### src/rtl/i2s_pkg.sv
`timescale 1ns/1ps
`default_nettype none
// ============================================================================
// Module      : i2s_pkg
// Description : Shared constants and types for the I2S/TDM receiver.
//               MODE_I2S / MODE_LJ select the data-to-LR alignment;
//               rx_state_t is the framing FSM state encoding.
// Revision    : 1.0 - initial release
// ============================================================================
package i2s_pkg;

    localparam int MODE_I2S = 0;    // data MSB one bit clock after LR falls
    localparam int MODE_LJ  = 1;    // data MSB on the first bit clock after LR falls

    typedef enum logic [2:0] {
        IDLE       = 3'd0,
        ALIGN      = 3'd1,
        SHIFT      = 3'd2,
        PAD        = 3'd3,
        WAIT_FRAME = 3'd4
    } rx_state_t;

endpackage : i2s_pkg
`default_nettype wire

### src/rtl/i2s_edge_sync.sv
`timescale 1ns/1ps
`default_nettype none
// ============================================================================
// Module      : i2s_edge_sync
// Description : Brings one asynchronous codec clock into the i_clock domain
//               through two flops, delays it by a third flop and produces
//               registered one-cycle rising / falling flags.
// Ports       : i_clock    - system clock
//               i_reset_n  - asynchronous active-low reset
//               i_async    - asynchronous input
//               o_rise     - one-cycle pulse after a 0->1 transition
//               o_fall     - one-cycle pulse after a 1->0 transition
// Revision    : 1.0 - initial release
// ============================================================================
module i2s_edge_sync (
    input  logic i_clock,
    input  logic i_reset_n,
    input  logic i_async,
    output logic o_rise,
    output logic o_fall
);

    logic r_meta;
    logic r_sync;
    logic r_delay;
    logic r_rise;
    logic r_fall;

    always_ff @(posedge i_clock or negedge i_reset_n) begin
        if (!i_reset_n) begin
            r_meta  <= 1'b0;
            r_sync  <= 1'b0;
            r_delay <= 1'b0;
            r_rise  <= 1'b0;
            r_fall  <= 1'b0;
        end else begin
            r_meta  <= i_async;
            r_sync  <= r_meta;
            r_delay <= r_sync;
            r_rise  <= r_sync & ~r_delay;
            r_fall  <= ~r_sync & r_delay;
        end
    end

    assign o_rise = r_rise;
    assign o_fall = r_fall;

endmodule : i2s_edge_sync
`default_nettype wire

### src/rtl/i2s_tdm_receiver.sv
`timescale 1ns/1ps
`default_nettype none
// ============================================================================
// Module      : i2s_tdm_receiver
// Description : I2S / left-justified / TDM serial audio receiver. Oversamples
//               the codec bit clock, LR clock and data with i_clock, deframes
//               CHANNELS slots per LR period and presents each complete frame
//               on a valid/ready output register.
// Ports       : i_clock, i_reset_n        - clock, async active-low reset
//               i_enable                  - receiver enable
//               i_codec_bit_clock         - serial bit clock (async)
//               i_codec_lr_clock          - frame / LR clock (async)
//               i_codec_adc_data          - serial data (async)
//               o_data                    - packed frame, channel k at
//                                           [k*SAMPLE_WIDTH +: SAMPLE_WIDTH]
//               o_data_valid/i_data_ready - output handshake
//               o_overflow                - pulse: completed frame dropped
//               o_frame_error             - pulse: short frame detected
// Note        : in MODE_I2S the last bit of a frame arrives after the next
//               LR fall, so SAMPLE_WIDTH must be below SLOT_WIDTH there.
// Revision    : 1.0 - initial release
// ============================================================================
module i2s_tdm_receiver
    import i2s_pkg::*;
#(
    parameter int SAMPLE_WIDTH = 24,
    parameter int SLOT_WIDTH   = 32,
    parameter int CHANNELS     = 2,
    parameter int MODE         = 0
) (
    input  logic                             i_clock,
    input  logic                             i_reset_n,
    input  logic                             i_enable,
    input  logic                             i_codec_bit_clock,
    input  logic                             i_codec_lr_clock,
    input  logic                             i_codec_adc_data,
    output logic [CHANNELS*SAMPLE_WIDTH-1:0] o_data,
    output logic                             o_data_valid,
    input  logic                             i_data_ready,
    output logic                             o_overflow,
    output logic                             o_frame_error
);

    localparam int BIT_W  = $clog2(SLOT_WIDTH);
    localparam int SLOT_W = $clog2(CHANNELS);
    localparam int FRAME_W = CHANNELS * SAMPLE_WIDTH;

    localparam logic [BIT_W-1:0]  c_last_sample_bit = BIT_W'(SAMPLE_WIDTH - 1);
    localparam logic [BIT_W-1:0]  c_last_slot_bit   = BIT_W'(SLOT_WIDTH - 1);
    localparam logic [SLOT_W-1:0] c_last_slot       = SLOT_W'(CHANNELS - 1);
    localparam bit                c_has_pad         = (SLOT_WIDTH > SAMPLE_WIDTH);
    localparam rx_state_t         c_start_state     = (MODE == MODE_I2S) ? ALIGN : SHIFT;

    // ------------------------------------------------------------------------
    // Codec input conditioning
    // ------------------------------------------------------------------------
    logic w_bclk_rise;
    logic w_bclk_fall;
    logic w_lr_rise;
    logic w_lr_fall;
    logic r_data_meta;
    logic r_data_sync;

    i2s_edge_sync u_bclk_sync (
        .i_clock   (i_clock),
        .i_reset_n (i_reset_n),
        .i_async   (i_codec_bit_clock),
        .o_rise    (w_bclk_rise),
        .o_fall    (w_bclk_fall)
    );

    i2s_edge_sync u_lr_sync (
        .i_clock   (i_clock),
        .i_reset_n (i_reset_n),
        .i_async   (i_codec_lr_clock),
        .o_rise    (w_lr_rise),
        .o_fall    (w_lr_fall)
    );

    // Only rising bit-clock and falling LR edges carry meaning here.
    logic w_unused_edges;
    assign w_unused_edges = w_bclk_fall ^ w_lr_rise;

    always_ff @(posedge i_clock or negedge i_reset_n) begin
        if (!i_reset_n) begin
            r_data_meta <= 1'b0;
            r_data_sync <= 1'b0;
        end else begin
            r_data_meta <= i_codec_adc_data;
            r_data_sync <= r_data_meta;
        end
    end

    // ------------------------------------------------------------------------
    // Framing FSM and counters
    // ------------------------------------------------------------------------
    rx_state_t           r_state;
    rx_state_t           w_state_next;
    logic [BIT_W-1:0]    r_bit_cnt;
    logic [BIT_W-1:0]    w_bit_next;
    logic [SLOT_W-1:0]   r_slot_cnt;
    logic [SLOT_W-1:0]   w_slot_next;
    logic [SAMPLE_WIDTH-1:0] r_shift;
    logic [SAMPLE_WIDTH-1:0] w_sample_next;
    logic [FRAME_W-1:0]  r_frame;
    logic [FRAME_W-1:0]  w_frame_full;
    logic                w_shift_en;
    logic                w_sample_done;
    logic                w_frame_done;
    logic                w_frame_err;

    always_comb begin
        w_state_next  = r_state;
        w_bit_next    = r_bit_cnt;
        w_slot_next   = r_slot_cnt;
        w_shift_en    = 1'b0;
        w_sample_done = 1'b0;
        w_frame_done  = 1'b0;
        w_frame_err   = 1'b0;

        if (!i_enable) begin
            w_state_next = IDLE;
            w_bit_next   = '0;
            w_slot_next  = '0;
        end else if (w_lr_fall) begin
            // Any LR fall (re)starts a frame; mid-frame it also flags the
            // frame that was in progress as short.
            w_frame_err  = (r_state == ALIGN) || (r_state == SHIFT) || (r_state == PAD);
            w_state_next = c_start_state;
            w_bit_next   = '0;
            w_slot_next  = '0;
        end else begin
            case (r_state)
                IDLE, WAIT_FRAME: begin
                    w_state_next = r_state;
                end
                ALIGN: begin
                    if (w_bclk_rise) begin
                        w_state_next = SHIFT;
                    end
                end
                SHIFT: begin
                    if (w_bclk_rise) begin
                        w_shift_en = 1'b1;
                        w_bit_next = r_bit_cnt + BIT_W'(1);
                        if (r_bit_cnt == c_last_sample_bit) begin
                            w_sample_done = 1'b1;
                            if (r_slot_cnt == c_last_slot) begin
                                w_frame_done = 1'b1;
                            end
                            if (c_has_pad) begin
                                w_state_next = PAD;
                            end else if (r_slot_cnt == c_last_slot) begin
                                w_state_next = WAIT_FRAME;
                                w_bit_next   = '0;
                                w_slot_next  = '0;
                            end else begin
                                w_bit_next  = '0;
                                w_slot_next = r_slot_cnt + SLOT_W'(1);
                            end
                        end
                    end
                end
                PAD: begin
                    // The final slot's padding runs into the next LR fall,
                    // so the frame is closed as soon as its data is in.
                    if (r_slot_cnt == c_last_slot) begin
                        w_state_next = WAIT_FRAME;
                        w_bit_next   = '0;
                        w_slot_next  = '0;
                    end else if (w_bclk_rise) begin
                        if (r_bit_cnt == c_last_slot_bit) begin
                            w_state_next = SHIFT;
                            w_bit_next   = '0;
                            w_slot_next  = r_slot_cnt + SLOT_W'(1);
                        end else begin
                            w_bit_next = r_bit_cnt + BIT_W'(1);
                        end
                    end
                end
                default: begin
                    w_state_next = IDLE;
                    w_bit_next   = '0;
                    w_slot_next  = '0;
                end
            endcase
        end
    end

    // Current sample with the new bit appended, and the frame with that
    // sample dropped into the current slot's lane.
    always_comb begin
        w_sample_next = {r_shift[SAMPLE_WIDTH-2:0], r_data_sync};
        w_frame_full  = r_frame;
        w_frame_full[int'(r_slot_cnt)*SAMPLE_WIDTH +: SAMPLE_WIDTH] = w_sample_next;
    end

    always_ff @(posedge i_clock or negedge i_reset_n) begin
        if (!i_reset_n) begin
            r_state    <= IDLE;
            r_bit_cnt  <= '0;
            r_slot_cnt <= '0;
            r_shift    <= '0;
            r_frame    <= '0;
        end else begin
            r_state    <= w_state_next;
            r_bit_cnt  <= w_bit_next;
            r_slot_cnt <= w_slot_next;
            if (w_shift_en) begin
                r_shift <= w_sample_next;
            end
            if (w_sample_done) begin
                r_frame <= w_frame_full;
            end
        end
    end

    // ------------------------------------------------------------------------
    // Output register and handshake
    // ------------------------------------------------------------------------
    logic [FRAME_W-1:0] r_data;
    logic               r_valid;
    logic               r_overflow;
    logic               r_frame_error;
    logic               w_blocked;

    assign w_blocked = r_valid & ~i_data_ready;

    always_ff @(posedge i_clock or negedge i_reset_n) begin
        if (!i_reset_n) begin
            r_data        <= '0;
            r_valid       <= 1'b0;
            r_overflow    <= 1'b0;
            r_frame_error <= 1'b0;
        end else begin
            r_overflow    <= w_frame_done & w_blocked;
            r_frame_error <= w_frame_err;
            if (w_frame_done && !w_blocked) begin
                r_data  <= w_frame_full;
                r_valid <= 1'b1;
            end else if (r_valid && i_data_ready) begin
                r_valid <= 1'b0;
            end
        end
    end

    assign o_data        = r_data;
    assign o_data_valid  = r_valid;
    assign o_overflow    = r_overflow;
    assign o_frame_error = r_frame_error | (w_unused_edges & 1'b0);

endmodule : i2s_tdm_receiver
`default_nettype wire

### config.mk
export PLATFORM = sky130hd
export DESIGN_NAME = i2s_tdm_receiver
export DESIGN_NICKNAME = d
export VERILOG_FILES = /design/src/rtl/i2s_pkg.sv /design/src/rtl/i2s_edge_sync.sv /design/src/rtl/i2s_tdm_receiver.sv
export SDC_FILE = /design/constraint.sdc
export NUM_CORES = 1
export LEC_CHECK = 0
export CAP_MARGIN = 10
export CORE_MARGIN = 2
export CORE_UTILIZATION = 40
export CTS_CLUSTER_SIZE = 40
export DETAILED_ROUTE_END_ITERATION = 10
export HOLD_SLACK_MARGIN = 0.08
export PLACE_DENSITY = 0.67
export SETUP_SLACK_MARGIN = 0.05
export SLEW_MARGIN = 25
export SYNTH_ARGS = -nofsm -noshare
export SYNTH_HDL_FRONTEND = slang
export SYNTH_HIERARCHICAL = 1
export SYNTH_SLANG_ARGS = --single-unit
### constraint.sdc
create_clock -name i_clock -period 2.3 [get_ports i_clock]
set_input_delay 0.69 -clock i_clock [delete_from_list [all_inputs] [get_ports i_clock]]
set_output_delay 0.69 -clock i_clock [all_outputs]
set_load 0.1 [all_outputs]
After elaboration in Yosys (flattened, before gate mapping)
Cells that the tools add are included.
W data, S select, Z words.
{"block": "classes", "n_reduce_logical": 12, "n_bitwise": 7, "magnitude_cmp": 0, "shift": 2, "multipliers": 1, "mux": 42, "n_eq_ne": 14, "div": 0, "n_addsub": 3}
{"operator": "$bwmux W48", "count": 1}
{"operator": "$shift A24 B33 Y48 const A", "count": 1}
{"operator": "$shiftx A24 B33 Y48", "count": 1}
{"operator": "$neg A6 Y33", "count": 1}
{"operator": "$mux W5", "count": 6}
{"operator": "$mux W1", "count": 24}
{"operator": "$mux W3", "count": 8}
{"operator": "$pmux W5 S3", "count": 1}
{"operator": "$ne A4 B2 Y1 const B", "count": 3}
{"operator": "$pmux W3 S4", "count": 1}
{"operator": "$eq A5 B5 Y1 const B", "count": 2}
{"operator": "$ne A5 B3 Y1 const B", "count": 2}
{"operator": "$ne A3 B2 Y1 const B", "count": 3}
{"operator": "$eq A3 B2 Y1 const B", "count": 2}
{"operator": "$reduce_and A6 Y1", "count": 1}
{"operator": "$add A5 B1 Y5 const B", "count": 1}
{"operator": "$and A1 B1 Y1", "count": 4}
{"operator": "$reduce_or A4 Y1", "count": 1}
{"operator": "$eq A3 B1 Y1 const B", "count": 1}
{"operator": "$eq A3 B3 Y1 const B", "count": 1}
{"operator": "$logic_not A3 Y1", "count": 1}
{"operator": "$mul A1 B2 Y3 const B", "count": 1}
{"operator": "$not A1 Y1", "count": 3}
{"operator": "$reduce_and A3 Y1", "count": 1}
{"operator": "other kinds (8)", "count": 10}
{"block": "totals", "latch_bits": 0, "input_bits": 7, "memories": 0, "register_bits": 141, "rom_bits": 0, "ram_bits": 0}

Depth between registers and ports, before layout
{"block": "logic_depth", "depth_word": 8, "mapped_depth": 7}

By module
Netlist, hierarchy kept.
{"module": "i2s_tdm_receiver", "instances": 1, "cells_each": 279, "area_each_um2": 4320.4, "seq_area_each_um2": 2727.6}
{"module": "i2s_edge_sync", "instances": 2, "cells_each": 7, "area_each_um2": 140.1, "seq_area_each_um2": 125.1}

Worst setup path before layout
No wires, ideal clock.
{"block": "synth_timing", "path_type": "input port to flip-flop", "startpoint": "in i_enable", "endpoint": "reg r_frame[14]", "path_slack_ns": 0.221, "cell_stages": 5, "required_ns": 2.175, "setup_ns": 0.125, "arrival_time_ns": 1.954, "path_cell_list": "nor2b_1 > nand2_4 > nor3b_4 > buf_6 > mux2_2"}
{"block": "synth_via", "elab_chain_cells": 1}
{"element": "start: declaration", "line": "i2s_tdm_receiver.sv:33", "source": "input logic i_enable,"}
{"element": "$mux W1", "line": "i2s_tdm_receiver.sv:121", "source": "if (!i_enable) begin"}
{"element": "end signal: assignment", "line": "i2s_tdm_receiver.sv:213", "source": "r_frame <= w_frame_full;"}
{"element": "end: declaration", "line": "i2s_tdm_receiver.sv:105", "source": "logic [FRAME_W-1:0] r_frame;"}
No other way between the ends.
A chain may end at the register's enable or synchronous reset.

Worst setup path after layout
{"block": "layout_timing", "startpoint": "in i_enable", "endpoint": "reg r_data[2] (netlist: o_data[2])"}
{"block": "layout_via", "elab_chain_cells": 2}
{"element": "$mux W1", "line": "i2s_tdm_receiver.sv:121"}
{"element": "$logic_and A1 B1 Y1", "line": "i2s_tdm_receiver.sv:238", "source": "if (w_frame_done && !w_blocked) begin"}
{"element": "end signal: assignment", "line": "i2s_tdm_receiver.sv:239", "source": "r_data <= w_frame_full;"}
{"element": "end: declaration", "line": "i2s_tdm_receiver.sv:221", "source": "logic [FRAME_W-1:0] r_data;"}
No other way between the ends.

==> metrics.txt <==
Yosys warning total 6; final setup TNS 0 ns; Port Buffers 57; Die Width 110 um; syn_nets 299; Worst Setup End Kind register; post-place setup slack -0.199 ns; Crit-path slowest cell clkdlybuf4s50_1; final hold vios 0; r2r setup slk 0.32 ns; DP Wirelength 5070 um; LEAKAGE 2.96 nW; Slew headroom 64.1%; io pins 58; maximum number of pins on one net before global-route repair 41; routability cong. 0.765; CP Cell Sequence clkdlybuf4s50_1 -> nor2b_1 -> buf_4 -> nand4_4 -> nor2b_4 -> buf_4 -> mux2_2; Setup crit start i_enable; mapped cell area 4540 um2; Final Cycle Share 90.3%; Worst path most repeated cell buf_4; antenna violations before repair 0; endpoints failing setup 0; Pins Over Slew Limit 0; RSZ-0062 raised after global routing false; most frequent cells in the layout dfrtp_1 (117), mux2_2 (74), buf_4 (62), mux2_1 (21), clkbuf_16 (17); Core Area 10900 um2; Placed Cells 486; cell count after synthesis 289; diode count 0; maxcap violations 0; Cell Count, Final, Fillers Out 513; clock skew 0.00641 ns; fmax 481 MHz; share of layout cells above drive strength 1 45.8%; CP Launch Type primary input; Syn-to-layout area delta 25.2%; status finished, final reports clean; CTS Buf Count 17; commonest non-fill, non-tap cell in the layout dfrtp_1; critical path class in2reg; clock sinks 117; Hold/Removal Path Class in2async; vias after detailed routing 2522; GRT Total Usage 13.7%; clock-pin slew on the worst setup and hold paths 0.05 ns; Tmin final 2.08 ns; DRT Wirelength 7710 um; Critical R2R Launch r_bit_cnt[0]; number of global-route vias before repair 2638; Die ar. 12200 um2; clk buf depth 2; Worst Setup Slack, final 0.223 ns; DRC Markers 0; Row Count 38; drt first pass iters 4; Worst R2R Path Depth 6; first-pass GRT wire length 13200 um; remaining global-route overflow 0; Avg Cell Area, Syn 15.7 um2; initial drt markers 132; crit path to o_data[2]; antenna viol nets, final 0; CP Data Required Time 2.58 ns; Worst VDD drop 0.000368 V; TritonCTS clock tree built; CTS H-tree lvls 4; CTS Hold Bufs 0; FF-to-FF End o_data[2]; PostCTS Resize Cnt 0; peak fanout along the critical path 15; Worst-Skew Late Latency 0.40 ns; Initial Util 41.5%; final net count 375; vias per cell 4.92; Data arrival, critical path 2.36 ns; pwr dens 764 nW/um2; drt wl/cell 15.0 um; Total Power 4.34 mW; Die H 110 um; root buffer cell clkbuf_16; Slew @ Worst Pin 0.538 ns; CP peak stage delay 0.49 ns; Post-CTS Setup Inserts 0
## layer usage
layer	wire length, um	vias up	track usage (%)
met1	3480	1287	17.2
met3	325	15	5.16
met2	3710	49	21.1
met4	192	0	6.08
li1	-	1171	-
met5	0	-	0
## area by class of cell
cell class / count / area (um2)
Clock inverter: 7 / 37.5
Fill cell: 947 / 5260
Timing Repair Buffer: 71 / 596
Clock buffer: 20 / 447
Sequential cell: 117 / 2930
Multi-Input combinational cell: 155 / 1490
Inverter: 3 / 11.3
Tap cell: 140 / 175
## flip-flops by register name (all words and copies together) (netlist names), 3 cells and up
name / cells
r_frame: 24
o_data: 48
r_state: 3
r_bit_cnt: 5
r_shift: 23
## where the power goes
part           internal, mW  leakage (nW)  total, mW  switching, mW
registers              2.07          1.61       2.08        0.00951
clock network          1.35         0.243       2.17          0.815
logic                0.0318          1.10     0.0882         0.0564
total                  3.46          2.96       4.34          0.881
## stage by stage
stage,instance area [um2],hold slack (ns),utilization (%)
2_1_floorplan,4540,0.331,-
3_3_place_gp,5190,0.333,47.5
3_5_place_dp,5190,0.337,47.5
4_1_cts,5680,0.288,51.9
5_1_grt,5680,0.307,51.9
6_report,5680,0.275,51.9
## critical path, delay by kind of cell
kind | cells | cell delay [ns]
simple gates | 3 | 0.42
buf+inv | 3 | 0.88
mux | 1 | 0.36
## worst min path at each step
stage	start	endpoint	slack [ns]
2_1_floorplan	r_data_meta	r_data_sync	0.33
3_3_place_gp	u_bclk_sync/r_meta	u_bclk_sync/r_sync	0.33
3_5_place_dp	u_lr_sync/r_meta	u_lr_sync/r_sync	0.34
4_1_cts	i_reset_n	u_bclk_sync/r_sync	0.29
5_1_grt	i_reset_n	o_data[42]	0.31
6_report	i_reset_n	u_bclk_sync/r_sync	0.28
No activity file was read; power rests on OpenSTA's default activity.
